**src/rtl/intersection_sched_if.sv**
```systemverilog
// Signal bundle between the intersection scheduler and the field side.
// master: scheduler (demand inputs in, lamps/status out); slave: field.
interface intersection_sched_if;
    logic       N;
    logic       car_b;
    logic       ped_req;
    logic       a_r;
    logic       a_y;
    logic       a_g;
    logic       b_r;
    logic       b_y;
    logic       b_g;
    logic       walk;
    logic       ped_pending;
    logic [7:0] remaining;
    logic [3:0] phase;

    modport master (
        input  N, car_b, ped_req,
        output a_r, a_y, a_g, b_r, b_y, b_g,
        output walk, ped_pending, remaining, phase
    );

    modport slave (
        output N, car_b, ped_req,
        input  a_r, a_y, a_g, b_r, b_y, b_g,
        input  walk, ped_pending, remaining, phase
    );
endinterface

```
**src/rtl/intersection_sched.sv**
```systemverilog
// Two-road intersection phase scheduler with pedestrian phase and night flash.
// Ports: clk (1 Hz tick), rst (sync, active high), io (intersection_sched_if.master).
module intersection_sched #(
    parameter int GREEN_A = 20,
    parameter int GREEN_B = 10,
    parameter int YELLOW  = 3,
    parameter int ALLRED  = 1,
    parameter int WALK    = 8
) (
    input  logic                        clk,
    input  logic                        rst,
    intersection_sched_if.master        io
);

    typedef enum logic [3:0] {
        AG    = 4'd0,
        AY    = 4'd1,
        AR1   = 4'd2,
        PW    = 4'd3,
        BG    = 4'd4,
        BY    = 4'd5,
        AR2   = 4'd6,
        AR3   = 4'd7,
        NIGHT = 4'd8
    } state_t;

    localparam logic [7:0] GA_M1 = 8'(GREEN_A - 1);
    localparam logic [7:0] GB_M1 = 8'(GREEN_B - 1);
    localparam logic [7:0] Y_M1  = 8'(YELLOW - 1);
    localparam logic [7:0] AR_M1 = 8'(ALLRED - 1);
    localparam logic [7:0] W_M1  = 8'(WALK - 1);

    state_t     state, nxt;
    logic [7:0] rem, rem_nxt;
    logic       blink, blink_nxt;
    logic       car_l, car_nxt;
    logic       ped_l, ped_nxt;
    logic       entry;

    function automatic logic [7:0] dur_m1(state_t s);
        logic [7:0] d;
        d = 8'd0;
        unique case (s)
            AG:            d = GA_M1;
            AY, BY:        d = Y_M1;
            AR1, AR2, AR3: d = AR_M1;
            PW:            d = W_M1;
            BG:            d = GB_M1;
            default:       d = 8'd0;
        endcase
        return d;
    endfunction

    always_comb begin
        nxt = state;
        if (io.N) begin
            nxt = NIGHT;
        end else if (state == NIGHT) begin
            nxt = AR3;
        end else if (rem == 8'd0) begin
            unique case (state)
                AG:      nxt = (car_l || ped_l) ? AY : AG;
                AY:      nxt = AR1;
                AR1:     nxt = ped_l ? PW : BG;
                PW:      nxt = AR2;
                AR2:     nxt = car_l ? BG : AG;
                BG:      nxt = BY;
                BY:      nxt = AR3;
                AR3:     nxt = AG;
                default: nxt = AR3;
            endcase
        end
    end

    // AG resting at zero is not a re-entry, so the timer stays at 0.
    assign entry = (nxt != state);

    always_comb begin
        rem_nxt = 8'd0;
        if (nxt == NIGHT)
            rem_nxt = 8'd0;
        else if (entry)
            rem_nxt = dur_m1(nxt);
        else if (rem != 8'd0)
            rem_nxt = rem - 8'd1;
    end

    always_comb begin
        blink_nxt = blink;
        if (io.N)
            blink_nxt = (state == NIGHT) ? ~blink : 1'b1;
    end

    // Clearing on phase entry overrides a same-clock request.
    always_comb begin
        car_nxt = car_l | io.car_b;
        ped_nxt = ped_l | io.ped_req;
        if (nxt == BG && state != BG)
            car_nxt = 1'b0;
        if (nxt == PW && state != PW)
            ped_nxt = 1'b0;
        if (io.N || state == NIGHT) begin
            car_nxt = 1'b0;
            ped_nxt = 1'b0;
        end
    end

    always_ff @(posedge clk) begin
        if (rst) begin
            state <= AR3;
            rem   <= AR_M1;
            blink <= 1'b1;
            car_l <= 1'b0;
            ped_l <= 1'b0;
        end else begin
            state <= nxt;
            rem   <= rem_nxt;
            blink <= blink_nxt;
            car_l <= car_nxt;
            ped_l <= ped_nxt;
        end
    end

    always_comb begin
        io.a_r  = 1'b0;
        io.a_y  = 1'b0;
        io.a_g  = 1'b0;
        io.b_r  = 1'b0;
        io.b_y  = 1'b0;
        io.b_g  = 1'b0;
        io.walk = 1'b0;
        unique case (state)
            AG: begin
                io.a_g = 1'b1;
                io.b_r = 1'b1;
            end
            AY: begin
                io.a_y = 1'b1;
                io.b_r = 1'b1;
            end
            BG: begin
                io.a_r = 1'b1;
                io.b_g = 1'b1;
            end
            BY: begin
                io.a_r = 1'b1;
                io.b_y = 1'b1;
            end
            PW: begin
                io.a_r  = 1'b1;
                io.b_r  = 1'b1;
                io.walk = 1'b1;
            end
            NIGHT: begin
                io.a_y = blink;
                io.b_y = blink;
            end
            default: begin
                io.a_r = 1'b1;
                io.b_r = 1'b1;
            end
        endcase
    end

    assign io.ped_pending = ped_l;
    assign io.remaining   = rem;
    assign io.phase       = state;

endmodule

```
**src/flat_wrapper.sv**
```systemverilog
// flat-port wrapper written by rule: the top's interface ports become plain ports
module intersection_sched_flat 
#(
    parameter int GREEN_A = 20,
    parameter int GREEN_B = 10,
    parameter int YELLOW  = 3,
    parameter int ALLRED  = 1,
    parameter int WALK    = 8
)
  (clk, rst, io_N, io_car_b, io_ped_req, io_a_r, io_a_y, io_a_g, io_b_r, io_b_y, io_b_g, io_walk, io_ped_pending, io_remaining, io_phase);
  intersection_sched_if io_i ();
  input  logic clk;
  input  logic rst;
  input wire logic [$bits(io_i.N)-1:0] io_N;
  input wire logic [$bits(io_i.car_b)-1:0] io_car_b;
  input wire logic [$bits(io_i.ped_req)-1:0] io_ped_req;
  output wire logic [$bits(io_i.a_r)-1:0] io_a_r;
  output wire logic [$bits(io_i.a_y)-1:0] io_a_y;
  output wire logic [$bits(io_i.a_g)-1:0] io_a_g;
  output wire logic [$bits(io_i.b_r)-1:0] io_b_r;
  output wire logic [$bits(io_i.b_y)-1:0] io_b_y;
  output wire logic [$bits(io_i.b_g)-1:0] io_b_g;
  output wire logic [$bits(io_i.walk)-1:0] io_walk;
  output wire logic [$bits(io_i.ped_pending)-1:0] io_ped_pending;
  output wire logic [$bits(io_i.remaining)-1:0] io_remaining;
  output wire logic [$bits(io_i.phase)-1:0] io_phase;
  assign io_i.N = io_N;
  assign io_i.car_b = io_car_b;
  assign io_i.ped_req = io_ped_req;
  assign io_a_r = io_i.a_r;
  assign io_a_y = io_i.a_y;
  assign io_a_g = io_i.a_g;
  assign io_b_r = io_i.b_r;
  assign io_b_y = io_i.b_y;
  assign io_b_g = io_i.b_g;
  assign io_walk = io_i.walk;
  assign io_ped_pending = io_i.ped_pending;
  assign io_remaining = io_i.remaining;
  assign io_phase = io_i.phase;
  intersection_sched #(.GREEN_A(GREEN_A), .GREEN_B(GREEN_B), .YELLOW(YELLOW), .ALLRED(ALLRED), .WALK(WALK)) u_core (.clk(clk), .rst(rst), .io(io_i));
endmodule
```
**config.mk**
```make
export PLATFORM = sky130hd
export DESIGN_NAME = intersection_sched_flat
export DESIGN_NICKNAME = d
export VERILOG_FILES = /design/src/rtl/intersection_sched_if.sv /design/src/rtl/intersection_sched.sv /design/src/flat_wrapper.sv
export SDC_FILE = /design/constraint.sdc
export NUM_CORES = 1
export LEC_CHECK = 0
export BUFFER_PORTS_ARGS = -buffer_cell sky130_fd_sc_hd__buf_2
export CORE_AREA = 3 3 42 62
export DETAILED_ROUTE_END_ITERATION = 7
export DIE_AREA = 0 0 45 65
export HOLD_SLACK_MARGIN = 0.15
export PLACE_DENSITY = 0.74
export SETUP_SLACK_MARGIN = 0.5
export SLEW_MARGIN = 20
export SYNTH_ARGS = -nofsm -noshare
export SYNTH_HDL_FRONTEND = slang
export SYNTH_SLANG_ARGS = --single-unit
```
**constraint.sdc**
```tcl
create_clock -name clk -period 3.8 [get_ports clk]
set_clock_uncertainty 0.1 [all_clocks]
set_input_delay 0.76 -clock clk [delete_from_list [all_inputs] [get_ports clk]]
set_output_delay 0.76 -clock clk [all_outputs]
set_load 0.01 [all_outputs]
```
After elaboration in Yosys (flattened, before gate mapping)

Memories as Yosys holds them, arrays and structs flattened.
Cells that the tools add are included.

Mux-type cells: 18
Add/sub/neg operators: 1
Bitwise gates (word level): 3
Reductions and logical operators: 12
Equality and inequality tests: 14

Operators by type and width:

| cell                                                   | number |
|---|---|
| one-hot mux 4 bit (7 select lines)                     | 1 |
| two-way mux 8 bit                                      | 3 |
| equality test 4 x 3 -> 1 bit (second input constant)   | 5 |
| equality test 4 x 2 -> 1 bit (second input constant)   | 3 |
| two-way mux 4 bit                                      | 3 |
| OR reduction 3 bit                                     | 4 |
| equality test 4 bit (second input constant)            | 2 |
| logical NOT 8 bit                                      | 1 |
| nonzero test 8 bit                                     | 1 |
| subtractor 8 x 1 -> 8 bit (second input constant)      | 1 |
| two-way mux 1 bit                                      | 7 |
| two-way mux 3 bit                                      | 2 |
| equality test 4 x 1 -> 1 bit (second input constant)   | 1 |
| logical NOT 4 bit                                      | 1 |
| inequality test 4 x 2 -> 1 bit (second input constant) | 1 |
| inequality test 4 x 3 -> 1 bit (second input constant) | 1 |
| inequality test 4 bit                                  | 1 |
| one-hot mux 1 bit (2 select lines)                     | 2 |
| logical AND 1 bit                                      | 2 |
| logical OR 1 bit                                       | 2 |
| OR 1 bit                                               | 2 |
| OR reduction 2 bit                                     | 1 |
| inverter 1 bit                                         | 1 |

Memories kept: 1
Input port bits: 5
Word-level logic and storage cells: 54
Output and inout bits: 20
ROM bits: 40
Register bits after elaboration: 15

Memories:

| memory          | words | width | read ports | clocked after Yosys merged registers in | wr ports | line                     | source |
|---|---|---|---|---|---|---|---|
| (no name shown) | 8     | 5     | 1          | 0                                       | 0        | intersection_sched.sv:43 | `unique case (s)` |

Depth between registers and ports, before layout

Gate-level depths: netlist (run 1).

Depth in word-level cells: 9
Gate-level depth with buffers: 12
Gate-level depth less buffers: 12

Worst setup path before layout (run 1)

No wires, ideal clock.

Kind: register to register
Start: reg u_core.rem[5] (netlist: u_core.io.remaining[5])
End: reg u_core.rem[1] (netlist: u_core.io.remaining[1])
Library setup time: 0.088 ns
Period minus slack after synthesis: 2.811 ns
Path slack: 0.989 ns
Stages on the path, launching flop included: 11
Data arrival time: 2.623 ns
Buffers on the path: 0
Required time: 3.612 ns
Path through: dfxtp_1 -> or4_4 -> nor3_4 -> o21ai_0 -> o21ai_0 -> o21bai_1 -> ha_1 -> a21oi_1 -> o21ai_0 -> or2_4 -> o32ai_2

Cells in the longest elaborated chain, start to end: 7
Elaborated cells on any way between the ends: 12
Classes of those cells: eq/ne: 2; mux: 6; reduce/logical: 3; memory: 1

RTL lines:

| element                | line                      | source |
|---|---|---|
| from (decl)            | intersection_sched.sv:34  | `logic [7:0] rem, rem_nxt;` |
| from (signal assigned) | intersection_sched.sv:117 | `rem <= rem_nxt;` |
| logical NOT 8 bit      | intersection_sched.sv:60  | `end else if (rem == 8'd0) begin` |
| two-way mux 4 bit      | intersection_sched.sv:60  |  |
| two-way mux 4 bit      | intersection_sched.sv:58  | `end else if (state == NIGHT) begin` |
| two-way mux 4 bit      | intersection_sched.sv:56  | `if (io.N) begin` |
| memory (8 x 5 bit)     | n/a                       |  |
| two-way mux 8 bit      | intersection_sched.sv:43  |  |
| two-way mux 8 bit      | intersection_sched.sv:82  | `else if (entry)` |

Parallel ways exist; a longest one is shown, timed or not.
A chain may end at the register's enable or synchronous reset.

Final worst setup path (run 1)

Same ends and word-level chain as after synthesis.

==> results of run 1 <==
==> final cells by class <==
cell class | count | area share [%]
Multi-Input combinational cell | 103 | 58.3
Sequential cell | 15 | 24.6
Timing Repair Buffer | 24 | 9.85
Inverter | 9 | 2.77
Tap cell | 22 | 2.26
Clock buffer | 3 | 1.85
Clock inverter | 1 | 0.410
==> registers in the layout, summed over array words and instances (netlist names) <==
signal,count
u_core.io.ped_pending,1
u_core.blink,1
u_core.io.remaining,8
u_core.io.phase,4
u_core.car_l,1
==> worst min path at each step <==
stage	startpoint	endpoint	slack, ns	cells past startpoint
2_1_floorplan	u_core.blink$_SDFFE_PP1P_	u_core.blink$_SDFFE_PP1P_	0.41	2
3_3_place_gp	u_core.io.remaining[0]$_SDFF_PP0_	u_core.io.remaining[0]$_SDFF_PP0_	0.41	1
3_5_place_dp	u_core.io.remaining[0]$_SDFF_PP0_	u_core.io.remaining[0]$_SDFF_PP0_	0.43	1
4_1_cts	u_core.io.remaining[0]$_SDFF_PP0_	u_core.io.remaining[0]$_SDFF_PP0_	0.44	1
5_1_grt	u_core.io.remaining[0]$_SDFF_PP0_	u_core.io.remaining[0]$_SDFF_PP0_	0.48	1
6_report	u_core.io.remaining[0]$_SDFF_PP0_	u_core.io.remaining[0]$_SDFF_PP0_	0.43	1
==> power by group through the flow <==
stage	sequential [mW]	clock, mW	combinational (mW)
after global placement	0.293	0	0.740
after CTS	0.294	0.0949	0.761
after global routing	0.308	0.102	0.841
after detailed placement	0.298	0	0.752
final	0.296	0.0938	0.760
after floorplan	0.265	0	0.610
==> layer usage <==
| metal | global-route usage, % | share of wire (%) |
|---|---|---|
| met5 | 0 | 0 |
| met3 | 3.06 | 5.2 |
| met4 | 8.42 | 3.1 |
| met2 | 33.0 | 51 |
| met1 | 24.0 | 40 |
==> synth_stat cells <==
cell type | instances | area (um^2)
o2111a_1 | 1 | 11.3
o32ai_2 | 1 | 16.3
nor2_1 | 13 | 48.8
inv_1 | 9 | 33.8
o21ai_0 | 7 | 35.0
nor4_1 | 2 | 12.5
nor3_1 | 8 | 40.0
xor2_1 | 2 | 17.5
o221a_2 | 2 | 22.5
nor3_4 | 1 | 16.3
dfxtp_1 | 15 | 300
nand4b_1 | 1 | 8.76
or4_4 | 1 | 11.3
a22oi_1 | 2 | 15.0
ha_1 | 5 | 62.6
nand2b_1 | 8 | 50.1
o31a_1 | 3 | 26.3
o31ai_4 | 1 | 21.3
a31oi_2 | 1 | 12.5
o2111ai_1 | 1 | 8.76
o22ai_1 | 4 | 25.0
or2_4 | 1 | 8.76
a21o_1 | 2 | 15.0
o21a_1 | 1 | 7.51
xnor2_1 | 4 | 35.0
or4b_1 | 1 | 10.0
o211ai_1 | 1 | 7.51
o31ai_2 | 1 | 12.5
clkbuf_1 | 7 | 26.3
or3_1 | 3 | 18.8
a21oi_1 | 8 | 40.0
nand4_1 | 2 | 12.5
nand2_1 | 6 | 22.5
nand3_1 | 4 | 20.0
mux2i_1 | 1 | 10.0
and3_1 | 1 | 6.26
o21bai_1 | 3 | 22.5
==> logic make-up after synthesis <==
group                    after synthesis  share of synthesized area, %
AND/OR/NAND/NOR                       52                          26.8
AO/OA/AOI/OAI                         39                          27.9
buffers and inverters                 16                          5.61
flip-flops                            15                          28.0
XOR/XNOR                               6                          4.91
adder cells (fa/ha/maj)                5                          5.84
multiplexers                           1                         0.935
==> results.py, run 1 <==
metrics = {
    "outcome": {
        "outcome": "finished clean",
    },
    "timing": {
        "hold_slack_ns": 0.425,
        "fmax_mhz": 327,
        "fin_crit_sh_pct": 80.5,
        "maxSlewViolCount": 0,
        "setup_viol": 0,
        "setup_ws_ns": 0.741,
        "min_period_ns": 3.06,
        "worst_slew_pin_slew_ns": 0.643,
        "rsz0062_at_grt": "no",
        "finalHoldViolCount": 0,
        "totalNegativeSetupSlack_ns": 0,
        "slew_headroom_pct": 57.1,
    },
    "power_and_ir_drop": {
        "clkPwrFrac_pct": 8.2,
        "finalPower_mw": 1.15,
        "p_sw_mw": 0.580,
        "pwr-share-comb_pct": 66.1,
        "power_density_nw_per_um2": 942,
        "sw_frac_of_total_pct": 50.5,
        "power.leakage_nw": 0.543,
        "p_int_mw": 0.569,
        "seq_power_share_pct": 25.8,
        "ir_drop_uv": 491,
    },
    "drt": {
        "first_iter_violations": 30,
        "drc_errors": 0,
        "ant_nets": 0,
        "first_pass_iters": 4,
        "wirelength_um": 2570,
        "routed_wire_length_per_instance_um": 14.5,
        "vias_per_cell": 6.17,
        "num_vias": 1092,
    },
    "placement": {
        "dp_hpwl_um": 2010,
        "post-place-ws_ns": 0.792,
        "port_buffers": 24,
        "placed_area_um2": 1190,
        "place_congestion": 0.890,
        "dp_cells": 173,
    },
    "critical_path": {
        "slowest_stage": "or4_4",
        "cp_top_family": "simple AND/OR/NAND/NOR gates",
        "startpoint_type": "register",
        "worstSetupEndpoint": "u_core.io.remaining[1]$_SDFF_PP0_",
        "crit_start": "u_core.io.remaining[5]$_SDFF_PP0_",
        "r2r-start": "u_core.io.remaining[5]$_SDFF_PP0_",
        "endpoint_kind": "register",
        "reg2reg_depth": 10,
        "crit_chain": "or4_4 -> nor3_4 -> o21ai_0 -> o21ai_0 -> o21bai_1 -> ha_1 -> a21oi_1 -> o21ai_0 -> or2_4 -> o32ai_2",
        "cp.arrival_ns": 3.17,
        "path_class": "register to register",
        "cpMostUsedCell": "o21ai_0",
        "cp_slowest_stage_delay_ns": 0.58,
        "crit_buf_inv": 0,
        "ff2ff_setup_slack_ns": 0.74,
        "crit_cells": 10,
        "cp.required_ns": 3.91,
        "rr_endpoint": "u_core.io.remaining[1]$_SDFF_PP0_",
        "worst-path-max-fanout": 10,
    },
    "layout": {
        "post-route-util_pct": 58.0,
        "final_common_cell": "buf_2",
        "num_antenna_cells": 0,
        "regArea_um2": 300,
        "final_area_um2": 1220,
        "layout-drive-gt1-share_pct": 23.9,
        "final_nets": 166,
        "multi_input_area_um2": 711,
        "fill_cells": 222,
        "final_cells": 177,
        "area_delta_synth_final_pct": 13.9,
        "mostFrequentLayoutCells": "buf_2 (24), dfxtp_1 (15), nor2_1 (13), inv_1 (9)",
    },
    "synthesis": {
        "yosysSeqAreaShare_pct": 28.0,
        "ys_warn_count": 0,
        "synth.net_count": 144,
        "syn_inst": 134,
        "synth_cell_types": 37,
        "syn_area_um2": 1070,
        "synth-seq-cells": 15,
        "synth_area_per_cell_um2": 7.99,
    },
    "cts": {
        "cts_root_buffer": "clkbuf_4",
        "clock-sinks": 15,
        "cts_buffers": 3,
        "clock_path_buffers": 2,
        "clk_latency_ns": 0.29,
        "ctsResizeCount": 0,
        "postCtsSetupBuffers": 0,
        "cts_tree": "built",
        "clk_pin_slew_ns": 0.09,
        "hold_buffers": 0,
        "ctsHtreeMaxLevel": 1,
    },
    "floorplanning": {
        "io_pins": 25,
        "core_area_um2": 2100,
        "die-height_um": 65,
        "dieWidth_um": 45,
        "rows": 20,
        "start_util_pct": 51.0,
        "dieArea_um2": 2930,
    },
    "grt": {
        "grt_pass1_vias": 1022,
        "overflow": 0,
        "grt_start_max_net_pins": 23,
        "track_usage_pct": 19.7,
        "grt_first_pass_wirelength_um": 4550,
        "antenna_found_initial": 0,
    },
    "min_path": {
        "hp-class": "register to register",
    },
    "run": {
        "cap_violations": 0,
    },
}
Power figures use the tool's default switching activity.
==> inputs of run 2 (changes only) <==
clock period = 3.1 ns   (was 3.8 ns; I/O delays follow)
==> run 2 against run 1 <==
Flip-flop and latch count is the same. Setup slack lost 0.32 ns. Cell area grew 13%. Critical path depth is the same. Sequential share of layout area shrank 2.4 points. Cell count grew 7.9%. Largest cell class unchanged. Highest routed layer unchanged.
==> results.py, run 2 (synthesis results as in run 1) <==
metrics = {
    "outcome": {
        "outcome": "finished clean",
    },
    "cts": {
        "clk_latency_ns": 0.30,
        "cts_tree": "built",
        "cts_buffers": 3,
        "cts_root_buffer": "clkbuf_4",
        "clock-sinks": 15,
        "clock_path_buffers": 2,
        "clk_pin_slew_ns": 0.10,
        "ctsHtreeMaxLevel": 1,
    },
    "grt": {
        "grt_first_pass_wirelength_um": 4850,
        "antenna_found_initial": 0,
        "track_usage_pct": 21.8,
        "grt_start_max_net_pins": 19,
        "grt_pass1_vias": 1098,
        "overflow": 0,
    },
    "critical_path": {
        "worst-path-max-fanout": 5,
        "cp.required_ns": 3.21,
        "cp_top_family": "simple AND/OR/NAND/NOR gates",
        "endpoint_kind": "register",
        "path_class": "register to register",
        "cp.arrival_ns": 2.79,
        "startpoint_type": "register",
        "cp_slowest_stage_delay_ns": 0.55,
        "r2r-start": "u_core.io.remaining[4]$_SDFF_PP0_",
        "crit_chain": "or4_4 -> nor3_4 -> o21ai_1 -> o21ai_1 -> o21bai_2 -> ha_4 -> a21oi_4 -> o21ai_2 -> or2_4 -> o32ai_2",
        "crit_buf_inv": 0,
        "slowest_stage": "or4_4",
        "crit_start": "u_core.io.remaining[4]$_SDFF_PP0_",
        "cpMostUsedCell": "o21ai_1",
    },
    "timing": {
        "slew_headroom_pct": 58.8,
        "rsz0062_at_grt": "yes",
        "worst_slew_pin_slew_ns": 0.617,
        "setup_viol": 0,
        "maxSlewViolCount": 0,
        "totalNegativeSetupSlack_ns": 0,
        "setup_ws_ns": 0.423,
        "fmax_mhz": 374,
        "fin_crit_sh_pct": 86.4,
        "finalHoldViolCount": 0,
        "min_period_ns": 2.68,
    },
    "drt": {
        "vias_per_cell": 6.16,
        "first_pass_iters": 4,
        "routed_wire_length_per_instance_um": 16.2,
        "wirelength_um": 3100,
        "num_vias": 1177,
        "ant_nets": 0,
        "drc_errors": 0,
        "first_iter_violations": 45,
    },
    "layout": {
        "fill_cells": 183,
        "num_antenna_cells": 0,
        "regArea_um2": 308,
        "largest_register_ffs": 8,
        "final_area_um2": 1380,
        "post-route-util_pct": 65.8,
        "final_common_cell": "buf_2",
        "final_nets": 180,
        "mostFrequentLayoutCells": "buf_2 (24), buf_4 (14), nor2_1 (13), inv_1 (9), dfxtp_1 (9)",
        "area_delta_synth_final_pct": 29.2,
        "layout-drive-gt1-share_pct": 37.3,
        "multi_input_area_um2": 762,
    },
    "floorplanning": {
        "io_pins": 25,
        "dieArea_um2": 2930,
        "start_util_pct": 51.0,
        "die-height_um": 65,
        "rows": 20,
        "dieWidth_um": 45,
        "core_area_um2": 2100,
    },
    "placement": {
        "place_congestion": 0.872,
        "port_buffers": 24,
        "placed_area_um2": 1210,
        "post-place-ws_ns": 0.277,
        "dp_hpwl_um": 2020,
    },
    "min_path": {
        "hp-class": "register to register",
        "min_from": "u_core.io.remaining[0]$_SDFF_PP0_",
    },
    "power_and_ir_drop": {
        "p_int_mw": 0.951,
        "power.leakage_nw": 0.613,
        "sw_frac_of_total_pct": 47.9,
        "seq_power_share_pct": 20.3,
        "clkPwrFrac_pct": 6.5,
        "ir_drop_uv": 838,
        "p_sw_mw": 0.876,
        "power_density_nw_per_um2": 1320,
        "finalPower_mw": 1.83,
        "pwr-share-comb_pct": 73.2,
    },
    "run": {
        "cap_violations": 0,
    },
}
run 2: stage by stage:
step | hold slack [ns] | cells
final | 0.359 | 191
after global routing | 0.387 | 191
after CTS | 0.425 | 189
after detailed placement | 0.412 | 174
after global placement | 0.412 | 174
after floorplan | 0.409 | 134
run 2: power by group through the flow:
stage	clock network (mW)	registers [mW]	logic (mW)
after floorplan	0	0.327	0.766
after global placement	0	0.360	0.937
after detailed placement	0	0.366	0.953
after CTS	0.121	0.359	1.19
after global routing	0.126	0.382	1.44
final	0.119	0.371	1.34
run 2: cell type report:
cell class                      instances  area share, %
Multi-Input combinational cell        103           55.1
Sequential cell                        15           22.2
Timing Repair Buffer                   38           16.3
Inverter                                9           2.44
Tap cell                               22           1.99
Clock buffer                            3           1.63
Clock inverter                          1          0.362
run 2: per-layer routing:
metal / wire length (um) / vias to the layer above / GRT usage [%]
li1: - / 559 / -
met1: 1260 / 552 / 24.9
met2: 1590 / 55 / 37.9
met3: 153 / 11 / 2.78
met4: 99 / 0 / 10.6
met5: 0 / - / 0
run 2: final timing paths:
| check | to | slack (ns) | depth (start not counted) |
|---|---|---|---|
| max | u_core.io.remaining[1]$_SDFF_PP0_ | 0.42 | 10 |
| min | u_core.io.remaining[0]$_SDFF_PP0_ | 0.36 | 1 |
| max reg2reg | u_core.io.remaining[1]$_SDFF_PP0_ | 0.42 | 10 |
| min reg2reg | u_core.io.remaining[0]$_SDFF_PP0_ | 0.36 | 1 |
run 2: repair_timing:
action / in CTS / in global routing
resized for setup: 2 / 9
pin swaps: 8 / 8
endpoints found under the setup margin: 9 / 12
hold buffers: 0 / 0
buffers inserted: 11 / 2
